### src/rtl/bin2bcd_pkg_311.sv
// Shared types and constants for the sequential double-dabble binary-to-BCD converter.
package bin2bcd_pkg_311;

  typedef enum logic [1:0] {
    IDLE  = 2'd0,
    SHIFT = 2'd1,
    DONE  = 2'd2
  } state_e;

  localparam int unsigned BCD_NIBBLE_W   = 4;
  localparam int unsigned ADD3_THRESHOLD = 5;

  // Bit-counter width; never narrower than one bit.
  function automatic int unsigned cnt_width(input int unsigned w);
    return (w < 2) ? 1 : $clog2(w);
  endfunction

endpackage

### src/rtl/add3_digit_311.sv
// Combinational BCD nibble corrector: adds 3 when the nibble is 5 or more.
module add3_digit_311
  import bin2bcd_pkg_311::*;
(
  input  logic [BCD_NIBBLE_W-1:0] nib_i,
  output logic [BCD_NIBBLE_W-1:0] nib_o
);

  always_comb begin
    nib_o = nib_i;
    if (nib_i >= BCD_NIBBLE_W'(ADD3_THRESHOLD)) begin
      nib_o = nib_i + BCD_NIBBLE_W'(3);
    end
  end

endmodule

### src/rtl/bin2bcd_seq_311.sv
// Sequential binary-to-BCD converter (shift-and-add-3), one input bit per clock,
// with start/busy/done handshake and registered outputs.
module bin2bcd_seq_311
  import bin2bcd_pkg_311::*;
#(
  parameter int unsigned WIDTH  = 8,
  parameter int unsigned DIGITS = 3
) (
  input  logic                          clk_311,
  input  logic                          reset_311,
  input  logic                          start_311,
  input  logic [WIDTH-1:0]              bin_in_311,
  output logic                          busy_311,
  output logic                          done_311,
  output logic [BCD_NIBBLE_W*DIGITS-1:0] bcd_311
);

  localparam int unsigned BCD_W = BCD_NIBBLE_W * DIGITS;
  localparam int unsigned SW    = BCD_W + WIDTH;
  localparam int unsigned CW    = cnt_width(WIDTH);

  state_e          state_q, state_d;
  logic [SW-1:0]   scratch_q, scratch_d;
  logic [CW-1:0]   cnt_q, cnt_d;
  logic [BCD_W-1:0] bcd_q, bcd_d;

  logic [BCD_W-1:0] corr_hi;
  logic [SW-1:0]    corrected;
  logic [SW-1:0]    shifted;

  // Only the BCD region of the scratch register is corrected; the binary tail passes through.
  for (genvar g = 0; g < DIGITS; g++) begin : g_dig
    add3_digit_311 u_add3 (
      .nib_i (scratch_q[WIDTH + BCD_NIBBLE_W*g +: BCD_NIBBLE_W]),
      .nib_o (corr_hi[BCD_NIBBLE_W*g +: BCD_NIBBLE_W])
    );
  end

  assign corrected = {corr_hi, scratch_q[WIDTH-1:0]};
  assign shifted   = corrected << 1;

  always_comb begin
    state_d   = state_q;
    scratch_d = scratch_q;
    cnt_d     = cnt_q;
    bcd_d     = bcd_q;
    case (state_q)
      IDLE, DONE: begin
        if (start_311) begin
          scratch_d = {{BCD_W{1'b0}}, bin_in_311};
          cnt_d     = '0;
          state_d   = SHIFT;
        end else begin
          state_d   = IDLE;
        end
      end
      SHIFT: begin
        scratch_d = shifted;
        cnt_d     = cnt_q + 1'b1;
        if (cnt_q == CW'(WIDTH - 1)) begin
          bcd_d   = shifted[SW-1 -: BCD_W];
          state_d = DONE;
        end
      end
      default: state_d = IDLE;
    endcase
  end

  always_ff @(posedge clk_311 or negedge reset_311) begin
    if (!reset_311) begin
      state_q   <= IDLE;
      scratch_q <= '0;
      cnt_q     <= '0;
      bcd_q     <= '0;
    end else begin
      state_q   <= state_d;
      scratch_q <= scratch_d;
      cnt_q     <= cnt_d;
      bcd_q     <= bcd_d;
    end
  end

  assign busy_311 = (state_q == SHIFT);
  assign done_311 = (state_q == DONE);
  assign bcd_311  = bcd_q;

endmodule

### config.mk
export PLATFORM = sky130hd
export DESIGN_NAME = bin2bcd_seq_311
export DESIGN_NICKNAME = d
export VERILOG_FILES = /design/src/rtl/bin2bcd_pkg_311.sv /design/src/rtl/add3_digit_311.sv /design/src/rtl/bin2bcd_seq_311.sv
export SDC_FILE = /design/constraint.sdc
export NUM_CORES = 1
export LEC_CHECK = 0
export BUFFER_PORTS_ARGS = -buffer_cell sky130_fd_sc_hd__buf_2
export CAP_MARGIN = 20
export CORE_MARGIN = 5
export CORE_UTILIZATION = 57
export DETAILED_ROUTE_END_ITERATION = 10
export PLACE_DENSITY = 0.76
export SKIP_LAST_GASP = 1
export SLEW_MARGIN = 20
export SYNTH_ARGS = -nofsm -noshare
export SYNTH_HDL_FRONTEND = slang
export SYNTH_HIERARCHICAL = 1
export SYNTH_SLANG_ARGS = --single-unit
### constraint.sdc
create_clock -name clk_311 -period 3.01 [get_ports clk_311]
set_input_delay 0.1505 -clock clk_311 [delete_from_list [all_inputs] [get_ports clk_311]]
set_output_delay 0.1505 -clock clk_311 [all_outputs]
set_load 0.05 [all_outputs]
==> flow_metrics.tcl <==
set metrics [dict create \
    status "completed" \
    syn_avg_cell_area_um2 11.8 \
    tns_ns 0 \
    cts_max_path_buffers 2 \
    final_cell_mix "dfrtp_1 (37), buf_2 (24), mux2_2 (17)" \
    arrival_ns 1.80 \
    ant_nets 0 \
    cp.required_ns 2.86 \
    syn-cell-area_um2 1970 \
    via_per_inst 5.51 \
    pre_cts_ws_ns 1.22 \
    grt_pass1_wl_um 6230 \
    gp_congestion 0.783 \
    cts_sinks 37 \
    grt_max_degree 38 \
    cts-root-buf "clkbuf_4" \
    ctsHtreeMaxLevel 2 \
    min-delay-start "bin_in_311[5]" \
    drive_gt1_share_pct 32.3 \
    area_growth_pct 9.95 \
    wirelength_um 3610 \
    vias 1329 \
    crit_fanout 25 \
    drt_pass1_iterations 4 \
    p_int_uw 1410 \
    chipHeight_um 68.9 \
    dp.cells 232 \
    mostFrequentLayoutCell "dfrtp_1" \
    clk_latency_ns 0.34 \
    wire_per_inst_um 15.0 \
    num-nets-final 213 \
    p_per_area_nw_per_um2 1150 \
    portBuffers 24 \
    fmax_mhz 512 \
    clkPwrFrac_pct 9.8 \
    setup_viol_count_final 0 \
    pin_count 25 \
    r2r_setup_slack_ns 1.20 \
    synthCells 168 \
    end_kind "output pin" \
    antenna_found_initial 0 \
    die_area_um2 4740 \
    antennaDiodeCount 0 \
    leakagePower_uw 0.00108 \
    finalHoldViolCount 0 \
    grt_setup_unrepaired "no" \
    final_cells 241 \
    total_power_uw 2500 \
    max_cap_violations 0 \
    yosysWarnings 6 \
    core_area_um2 3340 \
    relSlewSlack_pct 43.9 \
    fin_skew_ns 0.00830 \
    grtUsageTotal_pct 17.9 \
    fin_crit_sh_pct 64.9 \
    overflow 0 \
    cts_tree "built" \
    place_hpwl_um 2550 \
    die_w_um 68.9 \
    ir_drop_mv 0.537 \
    fin_util_pct 65.1 \
    p_sw_uw 1090 \
    power_frac_comb_pct 53.2 \
    grt_pass1_vias 1405 \
    dr.first_iter.drc_count 50 \
    rows 21 \
    timing.rr.start "state_q[0]" \
    min_period_ns 1.95 \
    clk_pin_slew_ns 0.10 \
    crit_start "state_q[0]" \
    tightest_slew_ns 0.842 \
    numCtsBuffers 5 \
    finalMaxSlewViolations 0 \
    worstSetupStartpointType "flip-flop" \
    setup_ws_ns 1.06 \
    worstSetupPathType "flip-flop to output pin" \
    syn_nets 187 \
    p_seq_share_pct 37.0 \
    start_util_pct 59.2 \
    swShare_pct 43.7 \
    hp-class "primary input to flip-flop" \
    remaining_drc_errors 0 \
]
-- state kept, by name (all words and copies together), names as in the netlist --
signal     count
cnt_q          3
state_q        2
bcd_311       12
scratch_q     20
-- worst paths after layout --
kind	end	cells past startpoint
setup reg to reg	bcd_311[7]	4
setup / recovery	busy_311	3
min in group asynchronous	bcd_311[5]	2
hold / removal	scratch_q[5]	3
hold reg to reg	bcd_311[1]	1
max in group asynchronous	scratch_q[8]	2
-- stage by stage --
step | area, µm² | hold WS (ns)
finish | 2170 | 0.0418
global placement | 2110 | 0.284
CTS | 2170 | 0.0305
detailed placement | 2110 | 0.292
floorplan | 1970 | -0.145
global route | 2170 | 0.0288
-- per-layer routing --
metal / GRT usage (%) / routed length [µm] / vias to the layer above
met5: 0 / 0 / -
met2: 32.3 / 1850 / 23
met4: 6.57 / 37 / 0
met3: 4.21 / 174 / 5
li1: - / - / 654
met1: 20.6 / 1550 / 647
-- worst max-delay path, stage by stage, from the launching register on --
cell and delay, ns:
dfrtp_1 0.91, nand2b_4 0.17, clkinv_4 0.12, buf_2 0.27
-- layout make-up --
class / instances / area, µm²
fillers: 280 / 1170
multi-input cells: 115 / 958
flip-flops and latches: 37 / 926
repair buffers: 27 / 145
well taps: 46 / 57.6
clock buffers: 8 / 48.8
inverters: 8 / 35.0
-- power by group through the flow --
stage | Sequential (µW) | Clock (µW) | Combinational [µW]
2_1_floorplan | 1100 | 0 | 911
3_3_place_gp | 921 | 0 | 1290
3_5_place_dp | 935 | 0 | 1340
4_1_cts | 926 | 255 | 1350
5_1_grt | 961 | 274 | 1460
6_report | 925 | 245 | 1330
-- what timing repair did --
item	4_1_cts	5_1_grt
endpoints found under the hold margin	37	0
hold buffers	1	0
gates resized for setup	0	0
setup buffers	0	0
Note: power is estimated with default switching activity, not from simulation.
